## config.mk

```make
export PLATFORM = sky130hd
export DESIGN_NAME = con_bus_arbiter
export DESIGN_NICKNAME = d
export VERILOG_FILES = /design/src/rtl/ctrl_pkg.sv /design/src/rtl/con_bus_arbiter.sv
export SDC_FILE = /design/constraint.sdc
export NUM_CORES = 1
export LEC_CHECK = 0
export CORE_ASPECT_RATIO = 1.25
export CORE_UTILIZATION = 27
export DETAILED_ROUTE_END_ITERATION = 12
export PLACE_DENSITY = 0.85
export SLEW_MARGIN = 20
export SYNTH_ARGS = -nofsm -noshare
export SYNTH_HDL_FRONTEND = slang
export SYNTH_SLANG_ARGS = --single-unit
```

## constraint.sdc

```tcl
create_clock -name clk -period 2.65 [get_ports clk]
set_input_delay 0.3975 -clock clk [delete_from_list [all_inputs] [get_ports clk]]
set_output_delay 0.3975 -clock clk [all_outputs]
set_load 0.1 [all_outputs]
```

## src/rtl/ctrl_pkg.sv

```systemverilog
// ctrl_pkg: shared arbiter state encoding, default burst lengths and the register macro
//   CTRL_REG(clk, rst_n, q, d, rv): flop q <= d on rising clk, async active-low reset to rv.
`ifndef CTRL_REG
`define CTRL_REG(clk_s, rst_s, q, d, rv) \
    always_ff @(posedge clk_s or negedge rst_s) \
        if (!rst_s) q <= (rv); \
        else q <= (d);
`endif

package ctrl_pkg;
    typedef enum logic [1:0] {
        ST_IDLE    = 2'd0,
        ST_GRANT_K = 2'd1,
        ST_GRANT_I = 2'd2
    } arb_state_t;
    localparam int K_BURST_LEN_DEF = 12;
    localparam int I_BURST_LEN_DEF = 4;
endpackage

```

## src/rtl/con_bus_arbiter.sv

```systemverilog
// con_bus_arbiter: round-robin burst arbiter steering the con bus to the kernel or input loader
//   clk, arst_n_in       : clock, asynchronous active-low reset
//   req_k, req_i         : level burst requests
//   con_valid, con_data  : external word stream; con_ready accepts it
//   gnt_k, gnt_i         : registered one-hot-or-zero burst grant
//   k_we, i_we, wr_data  : write strobes and forwarded data to the granted loader
//   beat_idx             : beat index within the current burst
//   done_k, done_i       : pulse on the last beat of a burst
//   busy                 : any grant active
//   stat_k_bursts, stat_i_bursts : completed-burst counters, only with CON_BUS_ARB_STATS_EN
module con_bus_arbiter
    import ctrl_pkg::*;
#(
    parameter int K_BURST_LEN = K_BURST_LEN_DEF,
    parameter int I_BURST_LEN = I_BURST_LEN_DEF,
    parameter int DATA_WIDTH  = 32
) (
    input  logic                  clk,
    input  logic                  arst_n_in,
    input  logic                  req_k,
    input  logic                  req_i,
    input  logic                  con_valid,
    input  logic [DATA_WIDTH-1:0] con_data,
    output logic                  con_ready,
    output logic                  gnt_k,
    output logic                  gnt_i,
    output logic                  k_we,
    output logic                  i_we,
    output logic [3:0]            beat_idx,
    output logic [DATA_WIDTH-1:0] wr_data,
    output logic                  done_k,
    output logic                  done_i,
    output logic                  busy
`ifdef CON_BUS_ARB_STATS_EN
    ,
    output logic [15:0]           stat_k_bursts,
    output logic [15:0]           stat_i_bursts
`endif
);
    localparam logic [3:0] K_LAST = 4'(K_BURST_LEN - 1);
    localparam logic [3:0] I_LAST = 4'(I_BURST_LEN - 1);

    arb_state_t r_state, w_state_nxt;
    logic [3:0] r_beat, w_beat_nxt;
    logic       r_last_i, w_last_i_nxt;
    logic       w_beat, w_last_beat;
    logic [3:0] w_last_idx;

    assign busy        = (r_state != ST_IDLE);
    assign con_ready   = busy;
    assign gnt_k       = (r_state == ST_GRANT_K);
    assign gnt_i       = (r_state == ST_GRANT_I);
    assign w_beat      = con_valid && con_ready;
    assign w_last_idx  = gnt_k ? K_LAST : I_LAST;
    assign w_last_beat = w_beat && (r_beat == w_last_idx);
    assign k_we        = gnt_k && w_beat;
    assign i_we        = gnt_i && w_beat;
    assign done_k      = gnt_k && w_last_beat;
    assign done_i      = gnt_i && w_last_beat;
    assign beat_idx    = r_beat;
    // Data is zero outside a grant so every output stays quiet while idle or in reset.
    assign wr_data     = busy ? con_data : '0;

    always_comb begin
        w_state_nxt  = r_state;
        w_beat_nxt   = r_beat;
        w_last_i_nxt = r_last_i;
        if (r_state == ST_IDLE) begin
            // On a tie K wins only when I was granted last.
            if (req_k && (!req_i || r_last_i))
                w_state_nxt = ST_GRANT_K;
            else if (req_i)
                w_state_nxt = ST_GRANT_I;
        end else if (w_last_beat) begin
            w_state_nxt  = ST_IDLE;
            w_beat_nxt   = 4'd0;
            w_last_i_nxt = (r_state == ST_GRANT_I);
        end else if (w_beat) begin
            w_beat_nxt = r_beat + 4'd1;
        end
    end

    `CTRL_REG(clk, arst_n_in, r_state, w_state_nxt, ST_IDLE)
    `CTRL_REG(clk, arst_n_in, r_beat, w_beat_nxt, 4'd0)
    `CTRL_REG(clk, arst_n_in, r_last_i, w_last_i_nxt, 1'b1)

`ifdef CON_BUS_ARB_STATS_EN
    logic [15:0] r_stat_k, r_stat_i;
    `CTRL_REG(clk, arst_n_in, r_stat_k, r_stat_k + 16'(done_k), 16'd0)
    `CTRL_REG(clk, arst_n_in, r_stat_i, r_stat_i + 16'(done_i), 16'd0)
    assign stat_k_bursts = r_stat_k;
    assign stat_i_bursts = r_stat_i;
`endif
endmodule

```

==> impl_metrics.yaml, run 1 <==
die:
  die_h_um: 55.8
  row_count: 19
  io_pins: 81
  die_area_sq_mm: 0.00251
  fp.dieW_um: 45.0
  start_util: 0.285
  coreArea_sq_mm: 0.00219
hold_path:
  hold_class: "in -> async"
yosys:
  syn_nets: 115
  syn-instance-count: 77
  yosysWarnings: 0
  syn_area_per_cell_sq_um: 8.11
  ys_types: 24
  synth_mux_area_frac: 0.0421
  synth_top_family_by_area: "simple AND/OR/NAND/NOR gates"
  synth.most_common_cell: "nor2b_1"
  synth_common_cells: "nor2b_1 (32), dfrtp_1 (6), o21ai_1 (4)"
  synthXorXnorAreaFrac: 0
  yosys-top-cells-area: "nor2b_1 (32%), dfrtp_1 (24%), dfstp_2 (4.2%), a211oi_4 (3.2%), nand3b_4 (3.2%)"
  synth_seq_cells: 7
  async_reset_ff_frac: 1.00
  synth-edff-count: 0
  synth-simple-area-share: 0.505
  synth-compound-area-share: 0.0962
  ys_seq_area_frac: 0.283
  synth_fa_ha_area_frac: 0.0200
  synth_top_area_cell: "nor2b_1"
  synthesis.area_sq_um: 624
  synth_ff_type: "dfrtp_1"
  yosysTopAreaCellShare: 0.321
status:
  status: "completed"
sta:
  hold_viol: 0
  rsz0062_at_grt: "false"
  final-setup-viol-count: 0
  fin_crit_sh: 0.784
  post-route-min-period_ns: 2.08
  tightestPinTransition_ns: 0.321
  setup_tns_ns: 0
  drv_slew: 0
  max_slew_margin: 0.785
  finClkSkew_ns: 0.00365
  fmax_ghz: 0.481
clocking:
  cts_max_level: 1
  cts_tree: "yes"
  clkTransAtPathRegs_ns: 0.05
  clock_latency_ns: 0.26
  cts-hold-fix-buffers: 0
  clockBufferDepth: 2
  numCtsBuffers: 3
  cts_setup_buffers: 0
  cts_resized: 0
  root_buffer: "clkbuf_4"
  clkSinkCount: 7
job:
  max_cap_viol_count: 0
global_routing:
  grt_pass1_vias: 734
  grt_overflow: 0
  grt_max_degree: 27
  grt_pass1_wl_um: 3590
  antenna_found_initial: 0
  grt.total_usage: 0.195
cells_and_area:
  multiInputGateArea_sq_um: 432
  fillers: 181
  seq_area_sq_um: 176
  n_antenna_cell: 0
  syn2layout_area_growth_pct: 132
  nets: 199
  drive_above_1_share: 0.375
detailed_routing:
  firstDrtPassIters: 4
  wirelength_um: 2570
  drc: 0
  num_vias: 855
  ant_nets: 0
  routedWlPerCell_um: 13.5
  drt_iter0_markers: 30
  viasPerCell: 4.48
worst_setup_path:
  critPathLaunchType: "input port"
  cp-end-kind: "output port"
  worstPathRequired_ns: 2.25
  worstPathMaxFanout: 4
  critPathKind: "in -> out"
  crit_arrival_ns: 1.68
placed_design:
  gp_congestion: 0.771
  hpwl_um: 2140
  io_buffer_count: 80
cells by family after synthesis:
family | count (synthesis)
simple gates | 51
compound gates | 9
buf+inv | 7
flops | 7
mux | 2
fa+ha+maj | 1
layer usage:
metal / track usage / share of wire
met3: 0.0390 / 0.13
met1: 0.245 / 0.39
met2: 0.315 / 0.47
met5: 0 / 0
met4: 0.0779 / 0.011
layout make-up:
type | count | area share
repair buffers | 83 | 0.527
multi-input cells | 63 | 0.298
flip-flops and latches | 7 | 0.122
well taps | 31 | 0.0268
clock buffers | 4 | 0.0182
inverters | 3 | 0.00778
worst paths after layout:
kind / start / end / slack (ns) / cells after the start
max in group asynchronous: arst_n_in / r_last_i / 1.96 / 1
max: con_valid / done_i / 0.57 / 5
min: arst_n_in / beat_idx[1] / 0.40 / 1
min reg2reg: beat_idx[1] / beat_idx[1] / 0.57 / 1
max reg2reg: beat_idx[0] / r_last_i / 1.13 / 5
min in group clk: beat_idx[1] / beat_idx[1] / 0.57 / 1
worst max-delay path, stage by stage:
cell and delay, ns:
clkdlybuf4s50_1 0.52, nand2_1 0.18, a211oi_4 0.21, and2_2 0.20, buf_12 0.17
through the flow:
stage / cell area, sq um / instances / worst slack, ns / utilization / hold WS, ns
after floorplan: 639 / 77 / 0.0811 / - / 0.102
after global placement: 1420 / 187 / 0.620 / 0.650 / 0.545
after detailed placement: 1420 / 187 / 0.594 / 0.650 / 0.560
after CTS: 1450 / 191 / 0.594 / 0.662 / 0.405
after global routing: 1450 / 191 / 0.527 / 0.662 / 0.421
final: 1450 / 191 / 0.572 / 0.662 / 0.397
state kept, by name, indices dropped and copies added, names as in the netlist:
| signal | count |
|---|---|
| beat_idx | 4 |
| r_state | 2 |
| r_last_i | 1 |
layout by cell type, fill, tap and decap left out, drive strengths merged:
cell type and count:
a21oi 2, inv 3, clkdlybuf4s50 36, ha 1, a211oi 1, mux2 2, nor2b 32, or3 2
buf 47, o21ai 6, dfstp 1, dfrtp 6, and3 2, nand3b 1, nand2 3, nand2b 2
and2 1, or2 1, clkbuf 4, nor3 1, nor2 3, nand3 3
Power of run 1 is not shown: default switching activity piles up to over one toggle a cycle in this logic, so the estimate is an artifact.
==> inputs of run 2 (changes only) <==
Settings changed: CORE_UTILIZATION 27 to 22, PLACE_DENSITY 0.85 to 0.75.
Clock period 2.65 ns to 1.9 ns, I/O delays scaled along.
==> run 2 against run 1 <==
Routed wire length is 17% higher. First-iteration DRC count is 67% lower. Sequential share of layout area is 3.0 points lower. Count of clock-buffer cells in the layout stayed put. Final cell count is 3.7% higher. Non-clock buffer count is 4 higher. Design area is 37% higher. Via count is 2.1% higher. Die area is 22% higher. Critical path depth is 1 lower.
==> impl_metrics.yaml, run 2 (synthesized netlist as in run 1, its figures left out) <==
status:
  status: "completed"
cells_and_area:
  largest_reg_flops: 4
  n_antenna_cell: 0
  fillers: 165
  instances_no_fill: 198
  final_cell_mix: "buf_12 (43), clkdlybuf4s50_1 (36), nor2b_1 (32)"
  final_common_cell: "buf_12"
  nets: 203
  syn2layout_area_growth_pct: 218
  drive_above_1_share: 0.433
global_routing:
  grt.total_usage: 0.200
  grt_overflow: 0
  grt_pass1_vias: 887
  grt_pass1_wl_um: 4490
  antenna_found_initial: 0
  grt_max_degree: 14
sta:
  finClkSkew_ns: 0.00325
  drv_slew: 0
  hold_viol: 0
  max_slew_margin: 0.765
  tightestPinTransition_ns: 0.353
  fin_crit_sh: 0.956
  post-route-min-period_ns: 1.82
  final-setup-viol-count: 0
  rsz0062_at_grt: "false"
  fmax_ghz: 0.551
detailed_routing:
  num_vias: 873
  firstDrtPassIters: 4
  drc: 0
  drt_iter0_markers: 10
  viasPerCell: 4.41
  wirelength_um: 3020
  ant_nets: 0
  routedWlPerCell_um: 15.2
clocking:
  clockBufferDepth: 2
  root_buffer: "clkbuf_4"
  clkSinkCount: 7
  numCtsBuffers: 3
  cts_max_level: 1
  cts_tree: "yes"
  clkTransAtPathRegs_ns: 0.06
  clock_latency_ns: 0.26
worst_setup_path:
  critPathLaunchType: "flop"
  r2r_cells: 4
  critPathKind: "reg -> out"
  worstPathRequired_ns: 1.62
  cp-end-kind: "output port"
  crit_arrival_ns: 1.53
  worstPathMaxFanout: 5
  rrSetupSlack_ns: 0.46
die:
  die_area_sq_mm: 0.00306
  row_count: 21
  io_pins: 81
  fp.dieW_um: 49.7
  start_util: 0.233
  coreArea_sq_mm: 0.00268
  die_h_um: 61.6
job:
  max_cap_viol_count: 0
hold_path:
  hold_class: "in -> async"
placed_design:
  hpwl_um: 2500
  io_buffer_count: 80
  gp_congestion: 0.722
  post-place-cells: 191
run 2: cell count changes in the layout (fill, tap and decap cells not counted), sizes merged:
cell / before / now
buf: 47 / 51
clkinvlp: 0 / 1
inv: 3 / 2
run 2: cell type report:
cell class / instances / area (sq um) / share of cell area
repair buffers: 87 / 1280 / 0.645
flip-flops and latches: 7 / 183 / 0.0919
inverters: 3 / 15.0 / 0.00756
clock buffers: 4 / 26.3 / 0.0132
well taps: 34 / 42.5 / 0.0214
multi-input cells: 63 / 439 / 0.221
run 2: metal layers:
metal	track usage	wire, um	vias to the layer above
met1	0.218	1130	393
met5	0	0	-
met4	0.0898	49	0
met3	0.0395	241	4
li1	-	-	422
met2	0.376	1590	54
run 2: final timing paths:
path / start / to
max in group asynchronous: arst_n_in / r_last_i
worst min-delay path: arst_n_in / r_state[1]
worst min register to register: beat_idx[1] / beat_idx[1]
worst max-delay path: beat_idx[3] / done_i
min in group clk: beat_idx[1] / beat_idx[1]
worst max register to register: beat_idx[3] / r_last_i
run 2: through the flow:
step                instance area (sq um)  setup TNS, ns   util  worst slack [ns]  hold WS [ns]
finish                               1990              0  0.741            0.0836         0.292
global route                         1990              0  0.741            0.0237         0.311
CTS                                  1980              0  0.740            0.0205         0.297
detailed placement                   1910              0  0.713             0.141         0.541
global placement                     1910              0  0.713             0.168         0.522
floorplan                             672         -14.70      -            -0.465       -0.0106
run 2: worst max-delay path, cell delays in order (launching register included):
cell	delay, ns
dfrtp_2	0.44
nand2b_2	0.21
a211oi_4	0.24
and2_2	0.20
buf_12	0.17
run 2: repair_timing:
item,CTS,global route
setup buffers,3,0
setup endpoints to repair,20,9
hold buffers,0,0
pin swaps,1,0
gates resized for setup,0,2
Power of run 2 is left out for the same reason.
